--- config.mk ---
export PLATFORM = sky130hd
export DESIGN_NAME = lfsr_scrambler_flat
export DESIGN_NICKNAME = d
export VERILOG_FILES = /design/src/rtl/lfsr_pkg.sv /design/src/rtl/lfsr_scrambler_if.sv /design/src/rtl/lfsr_unroll.sv /design/src/rtl/lfsr_scrambler.sv /design/src/flat_wrapper.sv
export SDC_FILE = /design/constraint.sdc
export NUM_CORES = 1
export LEC_CHECK = 0
export BUFFER_PORTS_ARGS = -buffer_cell sky130_fd_sc_hd__buf_2
export CORE_UTILIZATION = 28
export DETAILED_ROUTE_END_ITERATION = 8
export RECOVER_POWER = 50
export SLEW_MARGIN = 15
export SYNTH_ARGS = -nofsm -noshare
export SYNTH_HDL_FRONTEND = slang
export SYNTH_HIERARCHICAL = 1
export SYNTH_SLANG_ARGS = --single-unit
--- constraint.sdc ---
create_clock -name iClock -period 4.4 [get_ports iClock]
set_input_delay 0 -clock iClock [delete_from_list [all_inputs] [get_ports iClock]]
set_output_delay 0 -clock iClock [all_outputs]
set_load 0.005 [all_outputs]
--- src/rtl/lfsr_pkg.sv ---
// rtl/lfsr_pkg.sv - shared LFSR polynomial constants and single-step helper
package lfsr_pkg;

  localparam logic [7:0]  POLY8  = 8'hB8;
  localparam logic [15:0] POLY16 = 16'hB400;
  localparam logic [31:0] POLY32 = 32'hA300_0000;

  typedef struct packed {
    logic [31:0] nextState;
    logic        outBit;
  } lfsr_step_t;

  function automatic logic [31:0] allOnes(input int width);
    return (width >= 32) ? 32'hFFFF_FFFF : ((32'd1 << width) - 32'd1);
  endfunction

  // States wider than the configured width are carried zero-extended in 32 bits.
  function automatic lfsr_step_t lfsr_step(input logic [31:0] state,
                                           input logic [31:0] poly,
                                           input int          width);
    lfsr_step_t r;
    r.outBit    = state[5'(width - 1)];
    r.nextState = {state[30:0], ^(state & poly)} & allOnes(width);
    return r;
  endfunction

endpackage

--- src/rtl/lfsr_scrambler_if.sv ---
// rtl/lfsr_scrambler_if.sv - source/destination valid-ready beat interface
interface lfsr_scrambler_if
  import lfsr_pkg::*;
#(
  parameter int DATA_WIDTH = 32
);

  logic                  iSrcValid;
  logic [DATA_WIDTH-1:0] iSrcData;
  logic                  oSrcReady;
  logic                  oDstValid;
  logic [DATA_WIDTH-1:0] oDstData;
  logic                  iDstReady;

  modport master (
    output iSrcValid, iSrcData, iDstReady,
    input  oSrcReady, oDstValid, oDstData
  );

  modport slave (
    input  iSrcValid, iSrcData, iDstReady,
    output oSrcReady, oDstValid, oDstData
  );

endinterface

--- src/rtl/lfsr_unroll.sv ---
// rtl/lfsr_unroll.sv - combinational DATA_WIDTH-step Fibonacci LFSR unroll
module lfsr_unroll
  import lfsr_pkg::*;
#(
  parameter int                    LFSR_WIDTH = 16,
  parameter int                    DATA_WIDTH = 32,
  parameter logic [LFSR_WIDTH-1:0] POLY       = LFSR_WIDTH'(POLY16)
) (
  input  logic [LFSR_WIDTH-1:0] iState,
  output logic [LFSR_WIDTH-1:0] oNextState,
  output logic [DATA_WIDTH-1:0] oKeystream
);

  logic [31:0] walk;
  lfsr_step_t  stepR;

  always_comb begin
    walk       = 32'(iState);
    stepR      = '0;
    oKeystream = '0;
    for (int i = 0; i < DATA_WIDTH; i++) begin
      stepR         = lfsr_step(walk, 32'(POLY), LFSR_WIDTH);
      oKeystream[i] = stepR.outBit;
      walk          = stepR.nextState;
    end
    oNextState = walk[LFSR_WIDTH-1:0];
  end

endmodule

--- src/rtl/lfsr_scrambler.sv ---
// rtl/lfsr_scrambler.sv - streaming LFSR scrambler/descrambler, optional page auto-reseed via LFSR_SCRAMBLER_AUTORESEED_EN
module lfsr_scrambler
  import lfsr_pkg::*;
#(
  parameter int                    LFSR_WIDTH = 16,
  parameter int                    DATA_WIDTH = 32,
  parameter logic [LFSR_WIDTH-1:0] POLY       = LFSR_WIDTH'(POLY16)
`ifdef LFSR_SCRAMBLER_AUTORESEED_EN
  ,
  parameter int                    PAGE_BEATS = 512
`endif
) (
  input  logic                  iClock,
  input  logic                  iReset,
  input  logic [LFSR_WIDTH-1:0] iSeed,
  input  logic                  iSeedLoad,
  lfsr_scrambler_if.slave       bus,
  output logic [LFSR_WIDTH-1:0] oState
`ifdef LFSR_SCRAMBLER_AUTORESEED_EN
  ,
  output logic                  oPageDone
`endif
);

  localparam logic [LFSR_WIDTH-1:0] ONES = LFSR_WIDTH'(allOnes(LFSR_WIDTH));

  logic [LFSR_WIDTH-1:0] stateQ;
  logic [LFSR_WIDTH-1:0] stateD;
  logic [LFSR_WIDTH-1:0] seedEff;
  logic [LFSR_WIDTH-1:0] baseState;
  logic [LFSR_WIDTH-1:0] unrolledState;
  logic [DATA_WIDTH-1:0] keystream;
  logic                  accept;
  logic                  reseedNow;
  logic [LFSR_WIDTH-1:0] reseedValue;

  // A zero seed would lock the LFSR, so it is replaced by all-ones.
  assign seedEff   = (iSeed == '0) ? ONES : iSeed;
  assign baseState = iSeedLoad ? seedEff : stateQ;

  assign bus.oSrcReady = !bus.oDstValid || bus.iDstReady;
  assign accept        = bus.iSrcValid && bus.oSrcReady;
  assign oState        = stateQ;

  lfsr_unroll #(
    .LFSR_WIDTH (LFSR_WIDTH),
    .DATA_WIDTH (DATA_WIDTH),
    .POLY       (POLY)
  ) uUnroll (
    .iState     (baseState),
    .oNextState (unrolledState),
    .oKeystream (keystream)
  );

`ifdef LFSR_SCRAMBLER_AUTORESEED_EN
  localparam int CNT_W = (PAGE_BEATS > 1) ? $clog2(PAGE_BEATS) : 1;

  logic [CNT_W-1:0]      beatCnt;
  logic [LFSR_WIDTH-1:0] lastSeed;

  // A seed load in the wrap cycle starts a fresh page instead of replaying the old seed.
  assign reseedNow   = accept && !iSeedLoad && (beatCnt == CNT_W'(PAGE_BEATS - 1));
  assign reseedValue = lastSeed;

  always_ff @(posedge iClock) begin
    if (iReset) begin
      beatCnt   <= '0;
      lastSeed  <= ONES;
      oPageDone <= 1'b0;
    end else begin
      if (iSeedLoad) begin
        beatCnt  <= '0;
        lastSeed <= seedEff;
      end else if (accept) begin
        beatCnt <= reseedNow ? '0 : beatCnt + 1'b1;
      end
      if (accept) begin
        oPageDone <= reseedNow;
      end else if (bus.iDstReady) begin
        oPageDone <= 1'b0;
      end
    end
  end
`else
  assign reseedNow   = 1'b0;
  assign reseedValue = ONES;
`endif

  always_comb begin
    stateD = stateQ;
    if (accept) begin
      stateD = reseedNow ? reseedValue : unrolledState;
    end else if (iSeedLoad) begin
      stateD = seedEff;
    end
  end

  always_ff @(posedge iClock) begin
    if (iReset) begin
      stateQ        <= ONES;
      bus.oDstValid <= 1'b0;
      bus.oDstData  <= '0;
    end else begin
      stateQ <= stateD;
      if (accept) begin
        bus.oDstValid <= 1'b1;
        bus.oDstData  <= bus.iSrcData ^ keystream;
      end else if (bus.iDstReady) begin
        bus.oDstValid <= 1'b0;
      end
    end
  end

endmodule

--- src/flat_wrapper.sv ---
// flat-port wrapper written by rule: the top's interface ports become plain ports
module lfsr_scrambler_flat import lfsr_pkg::*;
#(
  parameter int                    LFSR_WIDTH = 16,
  parameter int                    DATA_WIDTH = 32,
  parameter logic [LFSR_WIDTH-1:0] POLY       = LFSR_WIDTH'(POLY16)

)
  (iClock, iReset, iSeed, iSeedLoad, oState, bus_iSrcValid, bus_iSrcData, bus_iDstReady, bus_oSrcReady, bus_oDstValid, bus_oDstData);
  lfsr_scrambler_if #(.DATA_WIDTH(DATA_WIDTH)) bus_i ();
  input  logic iClock;
  input  logic iReset;
  input  logic [LFSR_WIDTH-1:0] iSeed;
  input  logic iSeedLoad;
  output logic [LFSR_WIDTH-1:0] oState;
  input wire logic [$bits(bus_i.iSrcValid)-1:0] bus_iSrcValid;
  input wire logic [$bits(bus_i.iSrcData)-1:0] bus_iSrcData;
  input wire logic [$bits(bus_i.iDstReady)-1:0] bus_iDstReady;
  output wire logic [$bits(bus_i.oSrcReady)-1:0] bus_oSrcReady;
  output wire logic [$bits(bus_i.oDstValid)-1:0] bus_oDstValid;
  output wire logic [$bits(bus_i.oDstData)-1:0] bus_oDstData;
  assign bus_i.iSrcValid = bus_iSrcValid;
  assign bus_i.iSrcData = bus_iSrcData;
  assign bus_i.iDstReady = bus_iDstReady;
  assign bus_oSrcReady = bus_i.oSrcReady;
  assign bus_oDstValid = bus_i.oDstValid;
  assign bus_oDstData = bus_i.oDstData;
  lfsr_scrambler #(.LFSR_WIDTH(LFSR_WIDTH), .DATA_WIDTH(DATA_WIDTH), .POLY(POLY)) u_core (.iClock(iClock), .iReset(iReset), .iSeed(iSeed), .iSeedLoad(iSeedLoad), .bus(bus_i), .oState(oState));
endmodule
# == After elaboration in Yosys (flattened, before gate mapping) ==
# Cells that the tools add are included.
# totals
output_inout_bits,50
reg_bits,49
inputBits,53
wordCells,46
# classes
n_mux,5
n_bitwise,1
n_reduce_logical,37
# ops
op,count
XOR reduction 32 bit,32
two-way mux 16 bit,3
bitwise XOR 32 bit,1
zero test 16 bit,1
two-way mux 1 bit,2
nonzero test 2 bit,1
logical AND 1 bit,1
zero test 1 bit,1
logical OR 1 bit,1

# == Depth between registers and ports, before layout ==
# Gate-level depths: netlist of run 1.
# depth
word_depth,7
depth_mapped,12

# == By module ==
# Netlist of run 1, hierarchy kept.
# by_module_without_submodules
module,area_each_um2,n_inst,cells_each
lfsr_scrambler,2114.5,1,237
lfsr_unroll,890.9,1,100

# == Least setup slack after synthesis of run 1 ==
# Ideal clock, no wire load.
# synth_timing
kind,in2reg
start,input port iSeed[10]
end,"register u_core.stateQ[1], in the netlist u_core/oState[1]"
cell_stages,11
path_slack_ps,1410
setup_time_ps,128
path_buffers,1
t_arrival_ps,2862
cell_sequence,or4_4 o41ai_4 buf_6 o22ai_1 inv_1 xor2_2 xor3_2 xor3_2 xnor2_1 a21oi_1 o21ai_0
# synth_between
elab_chain_len,7
elab_cells_between_ends,17
classes_between,3 x mux; 14 x reduce/logical
# synth_rtl
element,line_no,source
from (decl),flat_wrapper.sv:13,input logic [LFSR_WIDTH-1:0] iSeed;
zero test 16 bit *,lfsr_scrambler.sv:38,assign seedEff = (iSeed == '0) ? ONES : iSeed;
two-way mux 16 bit *,lfsr_scrambler.sv:38,
two-way mux 16 bit *,lfsr_scrambler.sv:39,assign baseState = iSeedLoad ? seedEff : stateQ;
named net u_core.baseState[7],lfsr_scrambler.sv:30,logic [LFSR_WIDTH-1:0] baseState;
XOR reduction 32 bit (2 in a row),lfsr_pkg.sv:23,"r.nextState = {state[30:0], ^(state & poly)} & allOnes(width);"
XOR reduction 32 bit *,lfsr_pkg.sv:23,
named net u_core.unrolledState[1],lfsr_scrambler.sv:31,logic [LFSR_WIDTH-1:0] unrolledState;
two-way mux 16 bit *,lfsr_scrambler.sv:91,if (accept) begin
to (signal assigned),lfsr_scrambler.sv:104,stateQ <= stateD;
to (decl),lfsr_scrambler.sv:27,logic [LFSR_WIDTH-1:0] stateQ;
# Mark *: on every way through the listed nets, which the timed path passes. The rest lies on a longest branch.
# A chain may end at the register's enable or synchronous reset.

# == Final worst setup path of run 1 ==
# layout_timing
start,input port iSeed[10]
end,"register u_core.stateQ[3], in the netlist u_core/oState[3]"
# Same word-level chain as after synthesis.

==> impl_metrics.py, run 1 <==
metrics = {
    "final_layout": {
        "design_area_um2": 3850,
        "seqCellArea_um2": 981,
        "nFillCells": 1107,
        "mostFrequentLayoutCells": "86 x xnor2_1, 82 x buf_2, 49 x dfxtp_1",
        "synthToLayoutAreaGrowth_pct": 28.1,
        "drive_gt1_frac": 0.224,
        "final_common_cell": "xnor2_1",
        "num-nets-final": 493,
        "multi_input_area_um2": 1730,
        "n_antenna_cell": 0,
        "final_util": 0.371,
    },
    "global_route": {
        "grt_pass1_vias": 2503,
        "grt_use_met3": 0.0278,
        "overflow": 0,
        "grt.total_usage": 0.159,
        "antenna_found_initial": 0,
        "use_met2": 0.257,
        "busiest_layer": "met2",
        "grt.met1_usage": 0.220,
        "grt_pass1_wl_um": 13400,
        "grt_start_max_net_pins": 97,
    },
    "timing": {
        "tightest_slew_ps": 938,
        "final-setup-viol-count": 0,
        "maxSlewViolCount": 0,
        "fin_setup_tns_ps": 0,
        "rsz0062_at_grt": "no",
        "fin_ws_ps": 1070,
        "fin_crit_sh": 0.757,
        "max_freq_mhz": 300,
        "fin_crit_ps": 3330,
        "fin_worst_skew_ps": 5.91,
        "relSlewSlack": 0.375,
        "final-hold-violation-count": 0,
        "hold_slack_ps": 5.17,
    },
    "yosys": {
        "synth_seq_cells": 49,
        "yosys.area.top_type": "dfxtp_1",
        "synth_nets": 390,
        "synth_area_um2": 3010,
        "syn_inst": 337,
        "netlist_top_cells_area": "dfxtp_1 33%, xnor2_1 25%, a211oi_1 8.0%",
        "avgSynthCellArea_um2": 8.92,
        "netlist.area_leader.share": 0.326,
        "synthDistinctLibCells": 26,
        "seq_area_frac_synth": 0.326,
        "synth_warnings": 6,
    },
    "clock_network": {
        "cts_buffers": 5,
        "h-tree-depth": 2,
        "clock-sinks": 49,
        "postCtsHoldBufs": 31,
        "clockBufferDepth": 2,
        "cts_tree": "built",
        "cts_root_buffer": "clkbuf_8",
        "cts-resized-gates": 0,
        "cts.clk_slew.worst_paths_ps": 90,
        "post_cts_buffers": 0,
        "insertion_delay_ps": 300,
    },
    "placement": {
        "place.gp.congestion": 0.856,
        "place_area_um2": 3480,
        "port_buffers": 102,
        "post-place-ws_ps": 773,
        "dp_hpwl_um": 6570,
    },
    "setup_path": {
        "startpoint_type": "primary input",
        "cp_slowest_stage_delay_ps": 590,
        "crit_family": "XOR/XNOR gates",
        "path_cells": "buf_2, or4_4, o41ai_4, buf_4, o22ai_1, inv_1, xor2_2, xor3_2, xor3_2, xnor2_1, a21oi_1, o21ai_0",
        "crit_path_frequent_cell": "xor3_2",
        "worst_setup_path_end_kind": "flip-flop",
        "path_buf_inv": 3,
        "worst_ep_required_time_ps": 4560,
        "crit_slowest_cell": "o41ai_4",
        "crit_type": "primary input to flip-flop",
        "critical_path_arrival_ps": 3490,
        "worstPathMaxFanout": 9,
    },
    "outcome": {
        "status": "finished clean",
    },
    "job": {
        "maxCapViolations": 0,
    },
    "floorplan": {
        "die_y_um": 106,
        "fp.dieW_um": 106,
        "row_count": 37,
        "boundaryPins": 103,
        "core_area_um2": 10400,
        "initial_utilization": 0.290,
        "die-area_um2": 11200,
    },
    "pwr": {
        "peakVddDrop_uv": 185,
        "powerDensity_nw_per_um2": 540,
        "p_leak_nw": 1.53,
    },
    "route": {
        "drtAntennaViolNets": 0,
        "drc": 0,
        "wirelength_um": 8870,
        "drtIter0Drc": 113,
        "avgViaCountPerCell": 4.46,
        "dr_total_vias": 2573,
        "dr.pass1.iters": 4,
        "wl_per_cell_um": 15.4,
    },
    "worst_hold_path": {
        "hp-class": "primary input to flip-flop",
    },
}
==> final cells by class <==
class / count / area share
clock buffer: 8 / 0.0208
inverter: 17 / 0.0166
multi-input combinational: 230 / 0.449
sequential: 49 / 0.255
tap: 136 / 0.0442
timing repair buffer: 137 / 0.214
==> worst paths after layout <==
path / from / to / slack (ps) / cells past startpoint
setup reg to reg: u_core/oState[7] / u_core/oState[3] / 1840 / 8
hold / removal: bus_iSrcData[3] / u_core/bus.oDstData[3] / 5 / 3
setup / recovery: iSeed[10] / u_core/oState[3] / 1070 / 12
hold reg to reg: u_core/bus.oDstData[10] / u_core/bus.oDstData[10] / 500 / 2
==> stage by stage <==
step,total power [mW],cells
2_1_floorplan,1.52,337
4_1_cts,2.10,577
3_5_place_dp,1.80,538
5_1_grt,2.22,577
6_report,2.08,577
3_3_place_gp,1.80,538
==> tightest hold or removal path: cells and delay by family <==
family	cells	cell delay [ps]
xor gates and xnor gates	1	110
buffers and inverters	1	90
AOI/OAI and AO/OA	1	60
==> kinds of logic after synthesis <==
group,Yosys count,synth area share
XOR/XNOR,110,0.341
AO/OA/AOI/OAI,82,0.177
buffers and inverters,58,0.0987
flip-flops,49,0.326
AND/OR/NAND/NOR,38,0.0566
==> where the power goes <==
part | internal, mW | switching [mW]
Sequential | 0.531 | 0.0500
Combinational | 0.591 | 0.644
Clock | 0.114 | 0.152
Total | 1.24 | 0.846
==> cell usage after synthesis <==
cell / n
o21ai_1: 10
nor2_1: 32
xor3_2: 2
buf_1: 3
or4_1: 2
clkbuf_4: 1
buf_2: 5
clkbuf_2: 1
xor2_1: 19
buf_6: 1
o41ai_4: 1
buf_4: 16
a211oi_1: 32
clkbuf_1: 14
xnor2_1: 86
inv_1: 17
a21oi_1: 17
xor2_2: 1
o22ai_1: 16
dfxtp_1: 49
and2_1: 1
o21ai_0: 6
nand2b_1: 1
or4_4: 2
xnor2_2: 1
xnor3_1: 1
==> per-layer routing <==
metal	wire length (um)	share of wire
met2	3970	0.45
met4	78	0.0088
met1	4380	0.49
met3	427	0.048
met5	0	0
==> flip-flops by register name, indices dropped and copies added, names as in the netlist <==
signal                cells
u_core/oState            16
u_core/bus.oDstData      32
u_core/bus.oDstValid      1
No activity file was read; power rests on OpenSTA's default activity.
==> run 2, diff against run 1 <==
==> constraint.sdc (replaced) <==
create_clock -name iClock -period 3 [get_ports iClock]
set_input_delay 0 -clock iClock [delete_from_list [all_inputs] [get_ports iClock]]
set_output_delay 0 -clock iClock [all_outputs]
set_load 0.005 [all_outputs]
==> run 2 against run 1 <==
Hold slack improved by 26 ps. Clock-buffer cell count decreased by 2. Setup slack got worse by 830 ps. Core utilization increased by 4.2 points. First-iteration DRC count decreased by 1.8%. Die area unchanged. Sequential power increased by 46%. Design area increased by 11%. Power increased by 61%. Sequential share of layout area decreased by 2.6 points. Register-to-register slack got worse by 1100 ps. Largest cell class unchanged.
==> impl_metrics.py, run 2 (synthesis results as in run 1) <==
metrics = {
    "final_layout": {
        "mostFrequentLayoutCells": "90 x buf_2, 86 x xnor2_1, 49 x dfxtp_1, 49 x buf_4, 35 x dlygate4sd3_1",
        "synthToLayoutAreaGrowth_pct": 42.6,
        "seqCellArea_um2": 981,
        "multi_input_area_um2": 1730,
        "final_util": 0.413,
        "regMostFlops": "u_core/bus.oDstData",
        "fin_cells": 628,
        "final_common_cell": "buf_2",
        "design_area_um2": 4290,
        "num-nets-final": 544,
        "drive_gt1_frac": 0.317,
        "largest_reg_flops": 32,
        "n_antenna_cell": 0,
        "nFillCells": 1067,
    },
    "timing": {
        "fin_ws_ps": 240,
        "final-setup-viol-count": 0,
        "fin_setup_tns_ps": 0,
        "tightest_slew_ps": 925,
        "max_freq_mhz": 362,
        "fin_crit_sh": 0.920,
        "maxSlewViolCount": 0,
        "fin_crit_ps": 2760,
        "final-hold-violation-count": 0,
        "rsz0062_at_grt": "no",
        "fin_worst_skew_ps": 14.2,
        "relSlewSlack": 0.383,
    },
    "route": {
        "avgViaCountPerCell": 4.36,
        "wl_per_cell_um": 14.2,
        "drtIter0Drc": 111,
        "dr.pass1.iters": 4,
        "drtAntennaViolNets": 0,
        "dr_total_vias": 2741,
        "drc": 0,
        "wirelength_um": 8910,
    },
    "pwr": {
        "p_leak_nw": 1.80,
        "peakVddDrop_uv": 336,
        "powerDensity_nw_per_um2": 780,
    },
    "floorplan": {
        "core_area_um2": 10400,
        "boundaryPins": 103,
        "fp.dieW_um": 106,
        "die-area_um2": 11200,
        "die_y_um": 106,
        "initial_utilization": 0.290,
        "row_count": 37,
    },
    "setup_path": {
        "worst_setup_path_end_kind": "flip-flop",
        "worst_ep_required_time_ps": 3200,
        "crit_type": "primary input to flip-flop",
        "worstPathMaxFanout": 5,
        "crit_slowest_cell": "or4_1",
        "path_cells": "buf_2, or4_1, o41ai_4, buf_4, o22ai_1, inv_1, xor2_2, xor3_2, buf_4, xnor2_1, xnor2_1, a21oi_1, o21ai_1",
        "startpoint_type": "primary input",
        "critical_path_arrival_ps": 2960,
        "r2r_slack_ps": 750,
        "cp_slowest_stage_delay_ps": 590,
    },
    "placement": {
        "dp_hpwl_um": 6890,
        "post-place-ws_ps": -135,
        "place.gp.congestion": 0.903,
        "dp.cells": 584,
        "place_area_um2": 3850,
        "port_buffers": 102,
    },
    "global_route": {
        "grt_pass1_vias": 2699,
        "grt.total_usage": 0.163,
        "antenna_found_initial": 0,
        "grt_start_max_net_pins": 50,
        "overflow": 0,
        "grt_pass1_wl_um": 14000,
    },
    "clock_network": {
        "insertion_delay_ps": 320,
        "cts_tree": "built",
        "cts-resized-gates": 0,
        "clock-sinks": 49,
        "h-tree-depth": 2,
        "clockBufferDepth": 2,
        "cts_root_buffer": "clkbuf_8",
        "cts.clk_slew.worst_paths_ps": 100,
        "cts_buffers": 5,
    },
    "job": {
        "maxCapViolations": 0,
    },
    "outcome": {
        "status": "finished clean",
    },
    "worst_hold_path": {
        "hp-class": "primary input to flip-flop",
    },
}
run 2: cell type report:
| class | instances | area share |
|---|---|---|
| flip-flops and latches | 49 | 0.229 |
| multi-input cells | 230 | 0.404 |
| clock buffers | 6 | 0.0169 |
| inverters | 17 | 0.0149 |
| well taps | 136 | 0.0397 |
| repair buffers | 188 | 0.293 |
| clock inverters | 2 | 0.00350 |
run 2: layer usage:
metal  up-vias  share of wire  GRT usage
met5         -              0          0
met4         0          0.018     0.0516
met3        12          0.052     0.0303
met2        88           0.44      0.255
met1      1223           0.49      0.225
li1       1418              -          -
run 2: metrics by stage:
step	hold WS (ps)	total power, mW
2_1_floorplan	119	2.22
3_3_place_gp	242	2.92
3_5_place_dp	266	2.92
4_1_cts	13.7	3.38
5_1_grt	40.7	3.57
6_report	31.5	3.34
run 2: what timing repair did:
action,in CTS,in global routing
endpoints found under the setup margin,0,1
hold endpoints to repair,34,0
hold buffers,35,0
buffers inserted,0,1
run 2: power by group:
part           switching, mW  internal (mW)
Sequential            0.0731          0.778
Clock                  0.236          0.165
Combinational          0.978           1.11
Total                   1.29           2.06
run 2: path summary, 6_finish.rpt:
check	from	endpoint	cells after the start
hold reg to reg	u_core/bus.oDstData[0]	u_core/bus.oDstData[0]	2
setup / recovery	iSeed[5]	u_core/oState[6]	13
setup reg to reg	u_core/oState[6]	u_core/oState[2]	9
hold / removal	iSeed[5]	u_core/oState[5]	3
run 2: critical path, delay by kind of cell:
family                 cells  cell delay [ps]
AO/OA/AOI/OAI              4              690
AND/OR/NAND/NOR            1              590
buffers and inverters      4              630
XOR/XNOR                   4             1040
